$ cat src/rtl/serial_word_receiver_pkg.sv
// Shared definitions for the serial word receiver slice.
//   state_t : receiver FSM states (IDLE waits for a framed bit, SHIFT collects bits)
//   DIR_MSB / DIR_LSB : values of the DIR input selecting bit order
package serial_word_receiver_pkg;

    typedef enum logic {
        ST_IDLE  = 1'b0,
        ST_SHIFT = 1'b1
    } state_t;

    localparam logic DIR_MSB = 1'b1;
    localparam logic DIR_LSB = 1'b0;

endpackage

$ cat src/rtl/serial_word_shifter.sv
// WIDTH-bit bidirectional shift register with a clear.
//   clk, rst : clock, synchronous active-high reset
//   clr      : start from an empty register (combined with en, the first bit lands on an empty word)
//   en       : shift one bit in this cycle
//   dir      : DIR_MSB shifts left (first bit ends at MSB), DIR_LSB shifts right (first bit ends at LSB)
//   sin      : serial bit to shift in
//   q        : current register contents
//   nxt      : value q takes on the next edge (lets the parent capture the completed word without delay)
module serial_word_shifter
    import serial_word_receiver_pkg::*;
#(
    parameter int WIDTH = 4
) (
    input  logic             clk,
    input  logic             rst,
    input  logic             clr,
    input  logic             en,
    input  logic             dir,
    input  logic             sin,
    output logic [WIDTH-1:0] q,
    output logic [WIDTH-1:0] nxt
);

    logic [WIDTH-1:0] base;

    always_comb begin
        base = clr ? '0 : q;
        nxt  = base;
        if (en) begin
            if (dir == DIR_MSB) begin
                nxt = {base[WIDTH-2:0], sin};
            end else begin
                nxt = {sin, base[WIDTH-1:1]};
            end
        end
    end

    always_ff @(posedge clk) begin
        if (rst) begin
            q <= '0;
        end else begin
            q <= nxt;
        end
    end

endmodule

$ cat src/rtl/serial_word_receiver.sv
// Serial-to-word receiver: assembles WIDTH framed serial bits into a word and
// offers it through a one-entry valid/ready holding register.
//   CLK, RST         : clock, synchronous active-high reset
//   SIN, SVALID      : serial bit and its strobe
//   FRAME            : marks the strobed bit as the first bit of a word
//   DIR              : bit order (1 MSB-first, 0 LSB-first), sampled on the framed bit only
//   DOUT, DVALID     : held word and its valid flag
//   DREADY           : consumer accepts DOUT when DVALID && DREADY
//   BUSY             : a partial word is being collected
//   OVERRUN          : sticky, a completed word was dropped because the holding register was full
//   ALIGNERR         : sticky, a partial word was discarded by an early FRAME
//   CLR_ERR          : clears the sticky flags (a coincident set event wins)
module serial_word_receiver
    import serial_word_receiver_pkg::*;
#(
    parameter int WIDTH = 4,
    parameter int CNTW  = 3
) (
    input  logic             CLK,
    input  logic             RST,
    input  logic             SIN,
    input  logic             SVALID,
    input  logic             FRAME,
    input  logic             DIR,
    output logic [WIDTH-1:0] DOUT,
    output logic             DVALID,
    input  logic             DREADY,
    output logic             BUSY,
    output logic             OVERRUN,
    output logic             ALIGNERR,
    input  logic             CLR_ERR
);

    state_t           state, state_n;
    logic [CNTW-1:0]  cnt, cnt_n;
    logic             dir_q;
    logic             dir_eff;
    logic             take_first;
    logic             shift_en;
    logic             complete;
    logic             set_align;
    logic             set_ovr;
    logic [WIDTH-1:0] sh_q;
    logic [WIDTH-1:0] word;

    // The framed bit must use the live DIR, later bits the latched one.
    assign take_first = SVALID & FRAME;
    assign dir_eff    = take_first ? DIR : dir_q;
    assign BUSY       = (state == ST_SHIFT);

    always_comb begin
        state_n   = state;
        cnt_n     = cnt;
        shift_en  = 1'b0;
        complete  = 1'b0;
        set_align = 1'b0;
        if (SVALID) begin
            if (FRAME) begin
                set_align = (state == ST_SHIFT);
                shift_en  = 1'b1;
                cnt_n     = CNTW'(1);
                state_n   = ST_SHIFT;
            end else if (state == ST_SHIFT) begin
                shift_en = 1'b1;
                if (cnt == CNTW'(WIDTH - 1)) begin
                    complete = 1'b1;
                    cnt_n    = '0;
                    state_n  = ST_IDLE;
                end else begin
                    cnt_n = cnt + CNTW'(1);
                end
            end
        end
    end

    assign set_ovr = complete & DVALID & ~DREADY;

    serial_word_shifter #(
        .WIDTH (WIDTH)
    ) u_shifter (
        .clk (CLK),
        .rst (RST),
        .clr (take_first),
        .en  (shift_en),
        .dir (dir_eff),
        .sin (SIN),
        .q   (sh_q),
        .nxt (word)
    );

    always_ff @(posedge CLK) begin
        if (RST) begin
            state    <= ST_IDLE;
            cnt      <= '0;
            dir_q    <= DIR_LSB;
            DOUT     <= '0;
            DVALID   <= 1'b0;
            OVERRUN  <= 1'b0;
            ALIGNERR <= 1'b0;
        end else begin
            state <= state_n;
            cnt   <= cnt_n;
            if (take_first) begin
                dir_q <= DIR;
            end
            if (complete) begin
                if (!DVALID || DREADY) begin
                    DOUT   <= word;
                    DVALID <= 1'b1;
                end
            end else if (DVALID && DREADY) begin
                DVALID <= 1'b0;
            end
            OVERRUN  <= (OVERRUN  & ~CLR_ERR) | set_ovr;
            ALIGNERR <= (ALIGNERR & ~CLR_ERR) | set_align;
        end
    end

endmodule

$ cat config.mk
export PLATFORM = sky130hd
export DESIGN_NAME = serial_word_receiver
export DESIGN_NICKNAME = d
export VERILOG_FILES = /design/src/rtl/serial_word_receiver_pkg.sv /design/src/rtl/serial_word_shifter.sv /design/src/rtl/serial_word_receiver.sv
export SDC_FILE = /design/constraint.sdc
export NUM_CORES = 1
export LEC_CHECK = 0
export CORE_ASPECT_RATIO = 0.8
export CORE_UTILIZATION = 30
export CTS_CLUSTER_DIAMETER = 60
export CTS_CLUSTER_SIZE = 16
export DETAILED_ROUTE_END_ITERATION = 6
export SLEW_MARGIN = 10
export SYNTH_ARGS = -nofsm -noshare
export SYNTH_HDL_FRONTEND = slang
export SYNTH_SLANG_ARGS = --single-unit
$ cat constraint.sdc
create_clock -name CLK -period 1.4 [get_ports CLK]
set_clock_uncertainty 0.2 [all_clocks]
set_input_delay 0.28 -clock CLK [delete_from_list [all_inputs] [get_ports CLK]]
set_output_delay 0.28 -clock CLK [all_outputs]
set_load 0.02 [all_outputs]
==> flow_summary.toml <==
[worst_setup_path]
reg2reg_from = "cnt[1]$_SDFFE_PP0P_"
reg2reg_depth = 5
start_kind = "flip-flop"
crit_required_ns = 1.41
rr_endpoint = "DOUT[3]$_SDFFE_PP0P_"
crit_type = "reg2reg"
r2r_slack_ns = -0.12
endpoint = "DOUT[3]$_SDFFE_PP0P_"
crit_start = "cnt[1]$_SDFFE_PP0P_"
critPathCaptureType = "flip-flop"
arrival_ns = 1.53
crit_fanout = 8

[clock_tree]
clkLatencyLatePin_ns = 0.30
cts_buffers = 3
cts.path.max_buffers = 2
cts_tree = "built"
cts.sinks = 16
holdBufCountCts = 0
clk_pin_slew_ns = 0.10
cts_root_buf = "clkbuf_4"
cts_htree_levels = 1

[sta]
setup_slack_ns = -0.1228
finalCritPeriodShare_pct = 108.8
fmax_mhz = 656.7
tns_ns = -0.4252
period_needed_ns = 1.523
finalHoldViolCount = 0
tightest_slew_ns = 0.2992
slew_violations = 0
slew_headroom_pct = 79.84
rsz0062_at_grt = "yes"
setup-violations-final = 6

[status]
violations = "setup timing"
status = "complete, but fails checks"

[synth]
postSynthAreaPerCell_um2 = 8.573
synth_top_area_share_pct = 46.13
synth_area_leader_cell = "dfxtp_1"
yosysMostFrequentCell = "dfxtp_1"
synthAdderAreaFrac_pct = 1.802
synth.distinct_cells = 29
synthTopCellsByArea = "dfxtp_1 (46%), nand2_1 (6.5%), nor2_1 (5.4%)"
yosysWarnings = 0
yosys.area_share.simple_pct = 25.77
postSynthCellCount = 81
synth_top_family_by_area = "simple AND/OR/NAND/NOR gates"
synth_flop_cell = "dfxtp_1"
synth_xor_area_share_pct = 0
synth_common_cells = "dfxtp_1 (16), nand2_1 (12), nor2_1 (10)"
ys_async_sr_fraction_pct = 0
synth_nets = 90
yosysSeqAreaShare_pct = 46.13
syn_area_um2 = 694.4
synth_edf_count = 0
synth-seq-cells = 16
synth-compound-area-share_pct = 17.30
synth.area.mux_share_pct = 4.324

[grt]
grt_usage_pct = 15.36
grt_pass1_wl_um = 2856
antenna_found_initial = 0
gr-total-overflow = 0
grt_max_degree = 16
first_global_vias = 653

[route]
wl_per_cell_um = 12.74
first_pass_iters = 3
antenna_left = 0
drt-initial-drc-count = 13
remaining_drc_errors = 0
via_per_inst = 4.929
vias = 695
drt-total-wl_um = 1797

[final_layout]
layout.nets = 126
drive_gt1_share_pct = 41.38
syn_to_final_growth_pct = 54.23
diodes = 0
postLayoutCoreUtil_pct = 49.20

[die]
start_util_pct = 31.90
io_pins = 16
die-area_um2 = 2512
die_y_um = 45.03
num_rows = 15
core_um2 = 2177
die_w_um = 55.79

[worst_hold_path]
worstHoldStart = "SVALID"
hold_class = "in2reg"

[power_and_ir_drop]
ir_drop_mv = 0.4798
p_total_mw = 0.9321
leakage_nw = 0.4773
powerDensity_nw_per_um2 = 870.3

[placement]
gp_congestion = 0.7915
dp_hpwl_um = 1295
io_buffer_count = 15

[run]
max-cap-violations = 0
==> routing by layer <==
layer  global-route usage [%]  up-vias  share of wire (%)
met2                    23.37       17                 43
met5                        0        -                  0
met3                    6.017        5                5.6
li1                         -      358                  -
met1                    19.68      315                 50
met4                    6.500        0                1.3
==> layout by cell type, fill, tap and decap left out, types with 3 or more instances in the layout <==
| cell | count |
|---|---|
| buf_4 | 21 |
| nand2_1 | 10 |
| nor2_1 | 10 |
| clkbuf_4 | 3 |
| clkdlybuf4s50_1 | 5 |
| a21oi_1 | 5 |
| buf_2 | 8 |
| dfxtp_1 | 13 |
| dfxtp_2 | 3 |
| mux2i_1 | 3 |
==> sequential cells by signal, indices dropped and copies added (netlist names) <==
signal / count
cnt: 3
DVALID: 1
dir_q: 1
BUSY: 1
ALIGNERR: 1
u_shifter.q: 4
OVERRUN: 1
DOUT: 4
==> what timing repair did <==
action	4_1_cts	5_1_grt
gates resized for setup	33	13
hold endpoints to repair	0	0
endpoints found under the setup margin	18	14
pin swaps	3	4
setup buffers	1	1
==> worst min path at each step <==
stage	to	slack (ns)	cells past startpoint
floorplan	cnt[2]$_SDFFE_PP0P_	0.24	2
global placement	OVERRUN$_SDFF_PP0_	0.27	2
detailed placement	ALIGNERR$_SDFF_PP0_	0.29	2
CTS	cnt[2]$_SDFFE_PP0P_	0.23	3
global route	cnt[2]$_SDFFE_PP0P_	0.24	3
finish	cnt[2]$_SDFFE_PP0P_	0.24	3
==> layout make-up <==
| class | instances | area [µm²] |
|---|---|---|
| sequential | 16 | 324.1 |
| tap | 25 | 31.28 |
| clock buffer | 4 | 36.28 |
| fill | 222 | 1106 |
| inverter | 2 | 8.758 |
| multi-input combinational | 58 | 405.4 |
| timing repair buffer | 36 | 265.3 |
==> stage by stage <==
step | hold slack (ns) | setup slack, ns | cell area, µm² | instances
floorplan | 0.2361 | -0.04373 | 719.4 | 81
detailed placement | 0.2878 | -0.5166 | 1015 | 135
global placement | 0.2678 | -0.4527 | 1015 | 135
CTS | 0.2317 | -0.1123 | 1070 | 140
finish | 0.2417 | -0.1228 | 1071 | 141
global route | 0.2449 | -0.2022 | 1071 | 141
==> cells by family (layout without fill, tap and decap cells) <==
| family | after synthesis | in the layout |
|---|---|---|
| flops | 16 | 16 |
| compound gates | 18 | 18 |
| mux | 3 | 3 |
| buf+inv | 7 | 42 |
| fa+ha+maj | 1 | 1 |
| simple gates | 36 | 36 |
==> critical path, stage by stage, from the launching register on <==
cell      delay [ns]
dfxtp_2         0.37
ha_4            0.15
and4b_1         0.23
and3_4          0.25
nor2_1          0.05
a311oi_1        0.19
==> power by group <==
group          switching [mW]  leakage [nW]  internal, mW
Sequential             0.0107         0.131         0.468
Clock                   0.161        0.0210         0.159
Combinational          0.0614         0.325        0.0730
Power figures use the tool's default switching activity.
